`src/rtl/life_board_controller.sv`:
```
// -----------------------------------------------------------------------------
// life_board_controller
//
// Holds the registered Game of Life board and sequences generations. board_q
// feeds an external combinational algorithm stage; its next_board result is
// latched back on each step. Seed rows are written through a valid/ready
// handshake while the board is not free-running. The block also provides
// run / pause / single-step control and optional halting on a stable board.
//
// Ports:
//   clk, rst_n    clock, asynchronous active-low reset
//   load_valid    seed row write request
//   load_ready    row write accepted when load_valid && load_ready (not in RUN)
//   load_row      row index; indices >= ROWS are accepted but not written
//   load_data     row contents, bit c = column c
//   clear         one-cycle pulse: zero board and generation counter
//   run           level: 1 = free-run, 0 = pause
//   step_tick     pacing pulse for RUN
//   single_step   advance one generation while paused (IDLE or HALTED)
//   next_board    next generation from the algorithm stage
//   board_q       current board, cell (r,c) = board_q[r*COLS+c]
//   gen_count     generations since last clear/load, saturating
//   gen_valid     one-cycle pulse while a freshly stepped board is first shown
//   state_q       00 IDLE, 01 RUN, 10 HALTED
//   extinct       board_q is all zero (combinational)
//   stable        next_board == board_q (combinational)
// -----------------------------------------------------------------------------
module life_board_controller #(
  parameter int ROWS           = 16,
  parameter int COLS           = 16,
  parameter int GEN_W          = 16,
  parameter bit STOP_ON_STABLE = 1'b1,
  localparam int RW            = (ROWS > 1) ? $clog2(ROWS) : 1
) (
  input  logic                 clk,
  input  logic                 rst_n,
  input  logic                 load_valid,
  output logic                 load_ready,
  input  logic [RW-1:0]        load_row,
  input  logic [COLS-1:0]      load_data,
  input  logic                 clear,
  input  logic                 run,
  input  logic                 step_tick,
  input  logic                 single_step,
  input  logic [ROWS*COLS-1:0] next_board,
  output logic [ROWS*COLS-1:0] board_q,
  output logic [GEN_W-1:0]     gen_count,
  output logic                 gen_valid,
  output logic [1:0]           state_q,
  output logic                 extinct,
  output logic                 stable
);

  typedef enum logic [1:0] {
    IDLE   = 2'b00,
    RUN    = 2'b01,
    HALTED = 2'b10
  } state_t;

  state_t                 state_r, state_d;
  logic                   load_fire;
  logic                   do_step;
  logic [ROWS*COLS-1:0]   board_d;
  logic [GEN_W-1:0]       gen_d;

  assign load_ready = (state_r != RUN);
  assign load_fire  = load_valid && load_ready;
  assign extinct    = (board_q == '0);
  assign stable     = (next_board == board_q);
  assign state_q    = state_r;

  // Next-state and step qualification. clear and an accepted row load both
  // take priority over a step in the same cycle, so they veto do_step here.
  always_comb begin
    // NOTE: every variable gets a default before the case so no path leaves it
    // unassigned; otherwise synthesis infers a latch to hold the old value.
    state_d = state_r;
    do_step = 1'b0;
    unique case (state_r)
      IDLE: begin
        // Entering RUN takes precedence; nothing steps in the transition cycle.
        if (run) begin
          state_d = RUN;
        end else if (single_step && !clear && !load_fire) begin
          do_step = 1'b1;
        end
      end
      RUN: begin
        if (!run) begin
          state_d = IDLE;
        end else if (step_tick && !clear) begin
          if (STOP_ON_STABLE && stable) begin
            state_d = HALTED;
          end else begin
            do_step = 1'b1;
          end
        end
      end
      HALTED: begin
        // Any edit of the board leaves the halted condition behind.
        if (clear || load_fire || !run) begin
          state_d = IDLE;
        end else if (single_step) begin
          do_step = 1'b1;
        end
      end
      default: state_d = IDLE;
    endcase
  end

  // Board and counter update with clear > row load > step priority.
  always_comb begin
    board_d = board_q;
    gen_d   = gen_count;
    if (clear) begin
      board_d = '0;
      gen_d   = '0;
    end else if (load_fire) begin
      // Decoding against each legal row means an out-of-range index simply
      // matches nothing, while the handshake still completes.
      for (int r = 0; r < ROWS; r++) begin
        if (load_row == RW'(r)) begin
          board_d[r*COLS +: COLS] = load_data;
        end
      end
      gen_d = '0;
    end else if (do_step) begin
      board_d = next_board;
      gen_d   = (gen_count == '1) ? gen_count : gen_count + GEN_W'(1);
    end
  end

  always_ff @(posedge clk or negedge rst_n) begin
    if (!rst_n) begin
      state_r   <= IDLE;
      board_q   <= '0;
      gen_count <= '0;
      gen_valid <= 1'b0;
    end else begin
      // NOTE: sequential state uses non-blocking assignments so every register
      // samples the pre-edge values, independent of statement order.
      state_r   <= state_d;
      board_q   <= board_d;
      gen_count <= gen_d;
      gen_valid <= do_step;
    end
  end

endmodule

```
`config.mk`:
```
export PLATFORM = sky130hd
export DESIGN_NAME = life_board_controller
export DESIGN_NICKNAME = d
export VERILOG_FILES = /design/src/rtl/life_board_controller.sv
export SDC_FILE = /design/constraint.sdc
export NUM_CORES = 1
export LEC_CHECK = 0
export CORE_AREA = 5 5 215 217
export CTS_BUF_LIST = sky130_fd_sc_hd__clkbuf_8
export CTS_CLUSTER_DIAMETER = 40
export CTS_CLUSTER_SIZE = 30
export DETAILED_ROUTE_END_ITERATION = 7
export DIE_AREA = 0 0 220 222
export HOLD_SLACK_MARGIN = 0.12
export PLACE_DENSITY_LB_ADDON = 0.2
export SLEW_MARGIN = 20
export SYNTH_ARGS = -nofsm -noshare
export SYNTH_HDL_FRONTEND = slang
export SYNTH_SLANG_ARGS = --single-unit
```
`constraint.sdc`:
```
create_clock -name clk -period 2.9 [get_ports clk]
set_clock_uncertainty 0.2 [all_clocks]
set_input_delay 0.435 -clock clk [delete_from_list [all_inputs] [get_ports clk]]
set_output_delay 0.435 -clock clk [all_outputs]
set_load 0.01 [all_outputs]
```
==> flow_summary.ini <==
[die]
start_util = 0.377
coreArea_sq_mm = 0.0439
die-width_um = 220
io_pins = 561
dieArea_sq_mm = 0.0488
rows = 77
die_h_um = 222

[pwr]
p_total_mw = 15.7
combinationalPowerShare = 0.401
p_leak_nw = 13.0
ir_drop_mv = 0.347
power.share.sequential = 0.299
switching_share = 0.350
power.density_mw_per_mm2 = 544
p_sw_mw = 5.49
clock_power_share = 0.301
p_int_mw = 10.2

[cells_and_area]
fin_cells = 3401
nets = 3036
final_cell_area_sq_mm = 0.0288
syn2layout_area_growth_pct = 74.1
num-fill-cells = 3662
multi_input_area_sq_mm = 0.00889
layout-drive-gt1-share = 0.245
utilization = 0.656
layout.area.seq_sq_mm = 0.00688

[setup_path]
slowest_stage = dfrtp_1
crit_fanout = 2
rr_worst_depth = 14
crit_path_end_kind = output pin
arrival_ns = 2.92
path_class = flop to output pin
crit_required_ns = 2.27
r2r_slack_ns = -0.54
rr_startpoint = board_q[248]
slowest_delay_ns = 0.41
reg2reg_to = board_q[243]
crit_chain = xnor2_2 > buf_4 > nand4_1 > nor4_4 > nand4_1 > nor4_4 > buf_4 > buf_6
cp-start-kind = flop

[global_route]
track_usage = 0.381
antenna_found_initial = 13
grt_max_degree = 78
grt_pass1_wl_um = 135000
globalRouteOverflowTotal = 0
grt_pass1_vias = 18900

[sta]
hold_ws_ns = 0.140
setup_viol = 277
rsz0062_at_grt = true
drv_slew = 0
worstMarginPinSlew_ns = 0.787
min_period_ns = 3.55
max_slew_margin = 0.475
clock.fmax_mhz = 282
setup_ws_ns = -0.651
tns_ns = -120.28
fin_crit_sh = 1.22
final-hold-violation-count = 0

[placed_design]
hpwl_um = 73400
dpl_cell_area_sq_mm = 0.0265
place_congestion = 0.976
dp_slack_ns = -1.14
numPlacedInstances = 3265
port_buffers = 560

[synth]
syn_area_sq_mm = 0.0165
avgSynthCellArea_sq_um = 9.53
netlist_instances = 1737
syn_nets = 2021
synth_seq_cells = 275
yosysUniqueCellTypes = 41
yosys_warnings = 0
synth-seq-area-share = 0.416

[routing]
drt_drc_violations_left = 0
wl_um = 97400
wl_per_cell_um = 28.6
drtIter0Drc = 1785
first_pass_iters = 5
viasPerCell = 5.42
drtAntennaViolNets = 0
vias = 18400

[status]
violations = setup timing
status = complete, but fails checks

[clocking]
numCtsBuffers = 57
h-tree-depth = 2
cts_num_sinks = 275
clkTransAtPathRegs_ns = 0.06
clock_latency_ns = 0.69
cts_root_buf = clkbuf_8
cts_tree = done
cts_buffer_depth = 3

[min_path]
worstHoldPathType = primary input to asynchronous set/reset pin

[flow_run]
cap_violations = 0
-- worst max path at each step --
| stage | startpoint | to | slack [ns] |
|---|---|---|---|
| floorplan | board_q[207] | board_q[147] | 0.19 |
| global placement | next_board[248] | stable | -1.10 |
| detailed placement | next_board[248] | stable | -1.14 |
| CTS | board_q[248] | stable | -0.62 |
| global route | board_q[192] | stable | -0.77 |
| finish | board_q[248] | stable | -0.65 |
-- synthesized netlist by cell type --
| cell | count | area, sq um |
|---|---|---|
| nor2_1 | 11 | 41.3 |
| or2_2 | 2 | 12.5 |
| and3_1 | 8 | 50.1 |
| a41o_1 | 4 | 40.0 |
| nor3_1 | 5 | 25.0 |
| buf_2 | 8 | 40.0 |
| nand2_1 | 34 | 128 |
| nand3b_1 | 1 | 7.51 |
| nor3b_1 | 2 | 15.0 |
| nand3_1 | 17 | 85.1 |
| nand4b_1 | 1 | 8.76 |
| and2_0 | 1 | 6.26 |
| xnor2_1 | 257 | 2250 |
| dfrtp_1 | 275 | 6880 |
| buf_6 | 4 | 45.0 |
| nor4_1 | 83 | 519 |
| mux2i_1 | 264 | 2640 |
| nor2b_1 | 6 | 37.5 |
| or3_1 | 1 | 6.26 |
| ha_1 | 1 | 12.5 |
| and4_1 | 2 | 17.5 |
| a21oi_1 | 260 | 1300 |
| a31oi_1 | 3 | 18.8 |
| nor4_2 | 1 | 12.5 |
| buf_1 | 6 | 22.5 |
| nand2_2 | 5 | 31.3 |
| a31o_2 | 1 | 8.76 |
| and2_1 | 17 | 106 |
| nand2b_1 | 9 | 56.3 |
| a21boi_4 | 3 | 56.3 |
| buf_4 | 14 | 105 |
| nand4_1 | 87 | 544 |
| clkbuf_1 | 63 | 236 |
| o21ai_2 | 1 | 8.76 |
| inv_1 | 259 | 972 |
| o21a_1 | 1 | 7.51 |
| nor4_4 | 1 | 21.3 |
| buf_12 | 3 | 60.1 |
| a21boi_0 | 9 | 67.6 |
| o21ai_0 | 5 | 25.0 |
| a21o_1 | 2 | 15.0 |
-- state kept, by name (all words and copies together) (netlist names) --
| signal | cells |
|---|---|
| gen_count | 16 |
| state_q | 2 |
| gen_valid | 1 |
| board_q | 256 |
-- cell families after synthesis --
group,synth area share
AOI/OAI and AO/OA,0.0936
DFF,0.416
and+or+nand+nor,0.105
adders and majority gates,0.000756
muxes,0.160
xor gates and xnor gates,0.136
buffers and inverters,0.0895
-- area by class of cell --
class / count / share of cell area
Antenna cell: 10 / 0.000869
Clock buffer: 65 / 0.0310
Inverter: 259 / 0.0337
Timing Repair Buffer: 1052 / 0.347
Multi-Input combinational cell: 1107 / 0.309
Clock inverter: 41 / 0.0137
Sequential cell: 275 / 0.239
Tap cell: 592 / 0.0257
-- timing repair --
| item | 4_1_cts | 5_1_grt |
|---|---|---|
| pin swaps | 9 | 12 |
| hold endpoints to repair | 275 | 0 |
| resized for setup | 65 | 71 |
| buffers inserted | 5 | 8 |
| hold buffers | 1 | 0 |
| endpoints found under the setup margin | 277 | 277 |
| gates cloned | 7 | 6 |
-- layout by cell type, fill, tap and decap left out, types with 6 or more instances in the layout --
cell type and count:
clkdlybuf4s50_1 557, buf_4 430, dfrtp_1 275, inv_1 266
a21oi_1 256, mux2i_1 255, xnor2_1 240, nand4_1 87
clkbuf_8 65, nor4_1 56, buf_12 38, nand2_1 32
nor4_2 22, xnor2_2 17, and2_1 17, buf_6 15
nand3_1 13, clkinv_2 13, a21boi_4 12, diode_2 10
nor2_1 10, nand2b_1 9, mux2i_2 8, nor4_4 7
and3_1 7, nor2b_1 6, clkinv_4 6, clkinvlp_4 6
bufinv_16 6
-- power by group through the flow --
stage               combinational, mW  clock [mW]  sequential, mW
finish                           6.28        4.71            4.69
detailed placement               5.93           0            4.72
floorplan                        1.61           0            5.05
global placement                 5.89           0            4.69
global route                     6.52        4.95            4.73
CTS                              6.10        4.74            4.66
-- worst max-delay path: cells and delay by family (launching register included) --
family,cells,cell delay (ns)
and+or+nand+nor,4,1.10
xor gates and xnor gates,1,0.28
buffers and inverters,3,0.47
DFF,1,0.41
-- routing by layer --
| metal | routed length, um | vias up | share of wire | GRT usage |
|---|---|---|---|---|
| li1 | - | 7964 | - | - |
| met2 | 45000 | 1099 | 0.46 | 0.608 |
| met4 | 6020 | 10 | 0.062 | 0.190 |
| met1 | 36500 | 9037 | 0.37 | 0.469 |
| met3 | 9780 | 319 | 0.10 | 0.110 |
| met5 | 75 | - | 0.00077 | 0 |
(Power assumes the default switching activity.)
